### src/rtl/lianliankan_pkg.sv
// Shared types and board-wide defaults for the lianliankan game.
package lianliankan_pkg;

  // Default board geometry, shared with card and the board top.
  localparam int LLK_N_CARDS = 16;
  localparam int LLK_VAL_W   = 4;

  // Pair-judging controller states.
  typedef enum logic [1:0] {
    ST_IDLE = 2'd0,
    ST_ONE  = 2'd1,
    ST_CMP  = 2'd2,
    ST_WAIT = 2'd3
  } judge_state_t;

endpackage

### src/rtl/match_judge_checker.sv
// Safety checks for match_judge: the remaining-pair count must never be
// decremented once it has reached zero.
module match_judge_checker #(
  parameter int PW = 4
) (
  input logic          clk,
  input logic          rst,
  input logic          dec,
  input logic [PW-1:0] pairs_left
);

  a_no_underflow: assert property (@(posedge clk) disable iff (rst)
    !(dec && (pairs_left == '0)));

endmodule

### src/rtl/pair_pick.sv
// Finds the lowest and second-lowest set bits of a vector, optionally
// skipping one excluded index. Purely combinational.
module pair_pick #(
  parameter int N  = 16,
  parameter int IW = 4
) (
  input  logic [N-1:0]  vec,
  input  logic [IW-1:0] excl,
  input  logic          excl_en,
  output logic [IW-1:0] first,
  output logic          first_valid,
  output logic [IW-1:0] second,
  output logic          second_valid
);

  // Scan upward, recording the first two qualifying bits.
  always_comb begin
    first        = '0;
    second       = '0;
    first_valid  = 1'b0;
    second_valid = 1'b0;
    for (int i = 0; i < N; i++) begin
      if (vec[i] && !(excl_en && (excl == IW'(i)))) begin
        if (!first_valid) begin
          first       = IW'(i);
          first_valid = 1'b1;
        end else if (!second_valid) begin
          second       = IW'(i);
          second_valid = 1'b1;
        end else begin
          second_valid = 1'b1;
        end
      end else begin
        first_valid = first_valid;
      end
    end
  end

endmodule

### src/rtl/match_judge.sv
// Pairing controller: captures the first two newly selected visible cards,
// compares their faces and answers each with a match or fail pulse.
module match_judge
  import lianliankan_pkg::*;
#(
  parameter int N_CARDS   = LLK_N_CARDS,
  parameter int VAL_W     = LLK_VAL_W,
  parameter int FAIL_HOLD = 25_000_000
) (
  input  logic                              clk,
  input  logic                              rst,
  input  logic [N_CARDS-1:0]                sel,
  input  logic [N_CARDS-1:0]                hidden,
  input  logic [N_CARDS*VAL_W-1:0]          values,
  output logic [N_CARDS-1:0]                ms,
  output logic [N_CARDS-1:0]                mf,
  output logic                              busy,
  output logic [$clog2(N_CARDS/2+1)-1:0]    pairs_left,
  output logic                              done
);

  localparam int IW = $clog2(N_CARDS);
  localparam int PW = $clog2(N_CARDS/2+1);
  localparam int CW = (FAIL_HOLD > 1) ? $clog2(FAIL_HOLD) : 1;

  judge_state_t       state_r, state_n;
  logic [N_CARDS-1:0] sel_q;
  logic [IW-1:0]      a_r, a_n, b_r, b_n;
  logic [CW-1:0]      cnt_r, cnt_n;
  logic [PW-1:0]      pairs_n;
  logic [N_CARDS-1:0] ms_n, mf_n;
  logic [N_CARDS-1:0] rise_s, taken_s, pair_ms_s, pair_mf_s;
  logic [VAL_W-1:0]   val_a_s, val_b_s;
  logic [IW-1:0]      first_s, second_s;
  logic               first_vld_s, second_vld_s, dec_s;

  // One-hot mask for a card index.
  function automatic logic [N_CARDS-1:0] bit_of(input logic [IW-1:0] idx);
    logic [N_CARDS-1:0] v;
    v      = '0;
    v[idx] = 1'b1;
    return v;
  endfunction

  // Fresh selections of visible cards; ignored once the board is cleared.
  always_comb begin
    if (done) begin
      rise_s = '0;
    end else begin
      rise_s = sel & ~sel_q & ~hidden;
    end
  end

  assign val_a_s = values[a_r*VAL_W +: VAL_W];
  assign val_b_s = values[b_r*VAL_W +: VAL_W];

  pair_pick #(
    .N  (N_CARDS),
    .IW (IW)
  ) u_pick (
    .vec          (rise_s),
    .excl         (a_r),
    .excl_en      (state_r == ST_ONE),
    .first        (first_s),
    .first_valid  (first_vld_s),
    .second       (second_s),
    .second_valid (second_vld_s)
  );

  // Next-state logic, pair verdicts and stray-edge rejection.
  always_comb begin
    state_n   = state_r;
    a_n       = a_r;
    b_n       = b_r;
    cnt_n     = cnt_r;
    pairs_n   = pairs_left;
    taken_s   = '0;
    pair_ms_s = '0;
    pair_mf_s = '0;
    dec_s     = 1'b0;
    case (state_r)
      ST_IDLE: begin
        if (first_vld_s && second_vld_s) begin
          a_n     = first_s;
          b_n     = second_s;
          taken_s = bit_of(first_s) | bit_of(second_s);
          state_n = ST_CMP;
        end else if (first_vld_s) begin
          a_n     = first_s;
          taken_s = bit_of(first_s);
          state_n = ST_ONE;
        end else begin
          state_n = ST_IDLE;
        end
      end
      ST_ONE: begin
        if (!sel[a_r]) begin
          // First card was toggled off: forget it silently.
          state_n = ST_IDLE;
        end else if (first_vld_s) begin
          b_n     = first_s;
          taken_s = bit_of(first_s);
          state_n = ST_CMP;
        end else begin
          state_n = ST_ONE;
        end
      end
      ST_CMP: begin
        if (val_a_s == val_b_s) begin
          pair_ms_s = bit_of(a_r) | bit_of(b_r);
          dec_s     = 1'b1;
          if (pairs_left != '0) begin
            pairs_n = pairs_left - PW'(1);
          end else begin
            pairs_n = pairs_left;
          end
          state_n = ST_IDLE;
        end else begin
          cnt_n   = CW'(FAIL_HOLD - 1);
          state_n = ST_WAIT;
        end
      end
      ST_WAIT: begin
        if (cnt_r == '0) begin
          pair_mf_s = bit_of(a_r) | bit_of(b_r);
          state_n   = ST_IDLE;
        end else begin
          cnt_n = cnt_r - CW'(1);
        end
      end
      default: begin
        state_n = ST_IDLE;
      end
    endcase
    // Uncaptured edges are rejected; a pair success always wins.
    ms_n = pair_ms_s;
    mf_n = (pair_mf_s | (rise_s & ~taken_s)) & ~pair_ms_s;
  end

  // State, capture registers and registered outputs.
  always_ff @(posedge clk or posedge rst) begin
    if (rst) begin
      state_r    <= ST_IDLE;
      sel_q      <= '0;
      a_r        <= '0;
      b_r        <= '0;
      cnt_r      <= '0;
      ms         <= '0;
      mf         <= '0;
      busy       <= 1'b0;
      pairs_left <= PW'(N_CARDS / 2);
      done       <= 1'b0;
    end else begin
      state_r    <= state_n;
      sel_q      <= sel;
      a_r        <= a_n;
      b_r        <= b_n;
      cnt_r      <= cnt_n;
      ms         <= ms_n;
      mf         <= mf_n;
      busy       <= (state_n == ST_CMP) || (state_n == ST_WAIT);
      pairs_left <= pairs_n;
      done       <= (pairs_n == '0);
    end
  end

  match_judge_checker #(
    .PW (PW)
  ) u_chk (
    .clk        (clk),
    .rst        (rst),
    .dec        (dec_s),
    .pairs_left (pairs_left)
  );

endmodule

### config.mk
export PLATFORM = sky130hd
export DESIGN_NAME = match_judge
export DESIGN_NICKNAME = d
export VERILOG_FILES = /design/src/rtl/lianliankan_pkg.sv /design/src/rtl/match_judge_checker.sv /design/src/rtl/pair_pick.sv /design/src/rtl/match_judge.sv
export SDC_FILE = /design/constraint.sdc
export NUM_CORES = 1
export LEC_CHECK = 0
export BUFFER_PORTS_ARGS = -buffer_cell sky130_fd_sc_hd__buf_2
export CORE_MARGIN = 3
export CORE_UTILIZATION = 45
export DETAILED_ROUTE_END_ITERATION = 12
export GPL_ROUTABILITY_DRIVEN = 0
export PLACE_DENSITY = 0.67
export SETUP_SLACK_MARGIN = 0.5
export SLEW_MARGIN = 0
export SYNTH_ARGS = -nofsm -noshare
export SYNTH_HDL_FRONTEND = slang
export SYNTH_SLANG_ARGS = --single-unit
### constraint.sdc
create_clock -name clk -period 10.5 [get_ports clk]
set_input_delay 2.1 -clock clk [delete_from_list [all_inputs] [get_ports clk]]
set_output_delay 2.1 -clock clk [all_outputs]
set_load 0.005 [all_outputs]
==> results.sh <==
export IMPL_drv_slew=0
export IMPL_die_area_um2=17800
export IMPL_io_pins=136
export IMPL_critPathKind="primary input to flip-flop"
export IMPL_synth_xor_area_frac=0.0264
export IMPL_synthMuxAreaShare=0.158
export IMPL_netlist_area_leader_share=0.301
export IMPL_fin_crit_sh=0.565
export IMPL_highest_layer="met4"
export IMPL_routed_via_density=6.62
export IMPL_ys_types=94
export IMPL_coreArea_um2=15500
export IMPL_place_hpwl_mm=17.7
export IMPL_antenna_cells=0
export IMPL_rsz0062_at_grt="false"
export IMPL_wl_met3_mm=2.36
export IMPL_overflow=0
export IMPL_stdcell_count=1090
export IMPL_slew_headroom=0.287
export IMPL_fin_total_pwr_mw=1.85
export IMPL_synth_nets=871
export IMPL_critical_path_peak_fanout=15
export IMPL_whs_ns=0.509
export IMPL_grt_max_degree=70
export IMPL_drtPass1Iterations=6
export IMPL_place_inst=1074
export IMPL_internal_power_mw=1.00
export IMPL_ir_worst_vdd_v=0.000117
export IMPL_fin_skew_ns=0.00781
export IMPL_io_buffers=135
export IMPL_fill_cells=1482
export IMPL_grt_usage=0.264
export IMPL_async_flop_share=1.00
export IMPL_drt_iter0_markers=904
export IMPL_ctsResizeCount=0
export IMPL_p_leak_nw=3.33
export IMPL_grt_pass1_wl_mm=37.3
export IMPL_power_density_nw_per_um2=221
export IMPL_cts_buffers=9
export IMPL_hold_class="flip-flop to flip-flop"
export IMPL_synth_compound_gate_area_share=0.220
export IMPL_seq_area_frac_synth=0.305
export IMPL_max_freq_mhz=168
export IMPL_critPathRequiredTime_ns=10.74
export IMPL_grt_pass1_vias=6695
export IMPL_hold_viol_final=0
export IMPL_fin_util=0.540
export IMPL_synth_edf_count=0
export IMPL_path_clk_slew_ns=0.07
export IMPL_final_layout_size_suffix_gt1_frac=0.291
export IMPL_m1WireLength_mm=9.82
export IMPL_synth_area_um2=7300
export IMPL_setup_viol=0
export IMPL_start_util=0.470
export IMPL_ctsHoldBuffers=0
export IMPL_vias=7211
export IMPL_ys_flop_type="dfrtp_1"
export IMPL_root_buffer="clkbuf_16"
export IMPL_start_kind="primary input"
export IMPL_cts_max_path_buffers=2
export IMPL_area_growth_pct=14.9
export IMPL_tightest_slew_ns=1.07
export IMPL_combPwrFrac=0.573
export IMPL_synthesis_instances=769
export IMPL_cts_setup_buffers=0
export IMPL_pwr_share_seq=0.245
export IMPL_hold_depth=2
export IMPL_cp_arrival_ns=6.18
export IMPL_cts_tree="yes"
export IMPL_synth_area_leader_cell="dfrtp_1"
export IMPL_worstSkewPairLatency_ns=0.36
export IMPL_avgSynthCellArea_um2=9.50
export IMPL_synth_area_leaders="dfrtp_1, mux4_2, nor2_1, nand2_1, o21ai_0"
export IMPL_worst_r2r_path_depth=15
export IMPL_synth_simple_area_share=0.240
export IMPL_drt_total_wl_mm=23.6
export IMPL_netSwitchingPower_mw=0.852
export IMPL_wire_per_inst_um=21.6
export IMPL_drv_cap=0
export IMPL_yosys_register_bits=89
export IMPL_antenna_found_initial=0
export IMPL_nets=976
export IMPL_status="finished clean"
export IMPL_synth_most_common_cell="dfrtp_1"
export IMPL_yosys_warnings=0
export IMPL_drc=0
export IMPL_dieWidth_um=133
export IMPL_ant_nets=0
export IMPL_finalSetupTns_ns=0
export IMPL_switching_share=0.460
export IMPL_synth_common_cells="dfrtp_1, nor2_1, nand2_1"
export IMPL_fp_row_count=45
export IMPL_period_minus_slack_ns=5.94
export IMPL_wl_met2_mm=10.6
export IMPL_die_h_um=133
export IMPL_synth_top_family_by_area="simple AND/OR/NAND/NOR gates"
export IMPL_clkPwrFrac=0.182
export IMPL_worstSetupEndpointType="flip-flop"
export IMPL_cts_sinks=89
export IMPL_synthAdderAreaFrac=0.00822
export IMPL_htreeDepth=3
-- cells in the final DEF, fill, tap and decap left out, types with 16 or more instances in the layout --
cell type,count
nand2_1,66
nor3_1,27
buf_2,135
mux4_2,45
xnor2_1,16
nand3_1,19
a21oi_1,32
nor2_1,68
a22oi_1,16
o21ai_0,42
dfrtp_1,87
-- stage by stage --
step | setup slack, ns | instance area, um2
final | 4.56 | 8390
after detailed placement | 4.32 | 8090
after floorplan | 5.45 | 7300
after global routing | 4.19 | 8390
after global placement | 4.45 | 8090
after CTS | 4.67 | 8390
-- power by group through the flow --
stage          clock, mW  combinational, mW  sequential, mW
3_5_place_dp           0               1.03           0.459
4_1_cts            0.342               1.04           0.452
5_1_grt            0.359               1.14           0.460
2_1_floorplan          0              0.822           0.411
3_3_place_gp           0               1.03           0.458
6_report           0.337               1.06           0.453
-- state kept, by name, indices dropped and copies added (netlist names) --
register,cells
done,1
sel_q,16
cnt_r,25
mf,16
busy,1
state_r,2
b_r,4
pairs_left,4
a_r,4
ms,16
-- worst max-delay path, stage by stage --
cell and delay [ns]:
buf_2 0.10, nor4b_1 0.40, o21ai_0 0.23, ha_1 0.37, inv_1 0.28, nor3_1 0.14, a21o_1 0.38, nand3_1 0.46
o31ai_1 0.14, o311ai_1 0.32, o32ai_1 0.15, a31oi_2 0.71, nor2b_1 0.10, o32ai_1 0.28
-- cell families after synthesis --
kind of cell,Yosys count
buffers and inverters,69
and+or+nand+nor,301
DFF,89
adders and majority gates,5
muxes,57
xor gates and xnor gates,22
AOI/OAI and AO/OA,226
-- metal layers --
layer	up-vias	global-route usage
met1	3500	0.375
met5	-	0
met2	415	0.393
li1	3217	-
met4	0	0.0777
met3	79	0.0770
-- area by class of cell --
class | instances | area, um2 | area share
repair buffers | 146 | 758 | 0.0904
clock buffers | 10 | 229 | 0.0273
inverters | 17 | 65.1 | 0.00775
multi-input cells | 611 | 4770 | 0.569
flip-flops and latches | 89 | 2230 | 0.266
clock inverters | 6 | 73.8 | 0.00880
well taps | 211 | 264 | 0.0315
-- worst paths after layout --
check / startpoint / to / slack [ns]
setup reg to reg: a_r[1]$_DFFE_PP0P_ / mf[3]$_DFF_PP0_ / 4.80
hold reg to reg: cnt_r[24]$_DFFE_PP0P_ / cnt_r[24]$_DFFE_PP0P_ / 0.51
setup / recovery: hidden[0] / mf[2]$_DFF_PP0_ / 4.56
min in group asynchronous: rst / pairs_left[0]$_DFF_PP0_ / 1.70
hold / removal: cnt_r[24]$_DFFE_PP0P_ / cnt_r[24]$_DFFE_PP0P_ / 0.51
max in group asynchronous: rst / a_r[0]$_DFFE_PP0P_ / 7.57
Power figures use the tool's default switching activity.
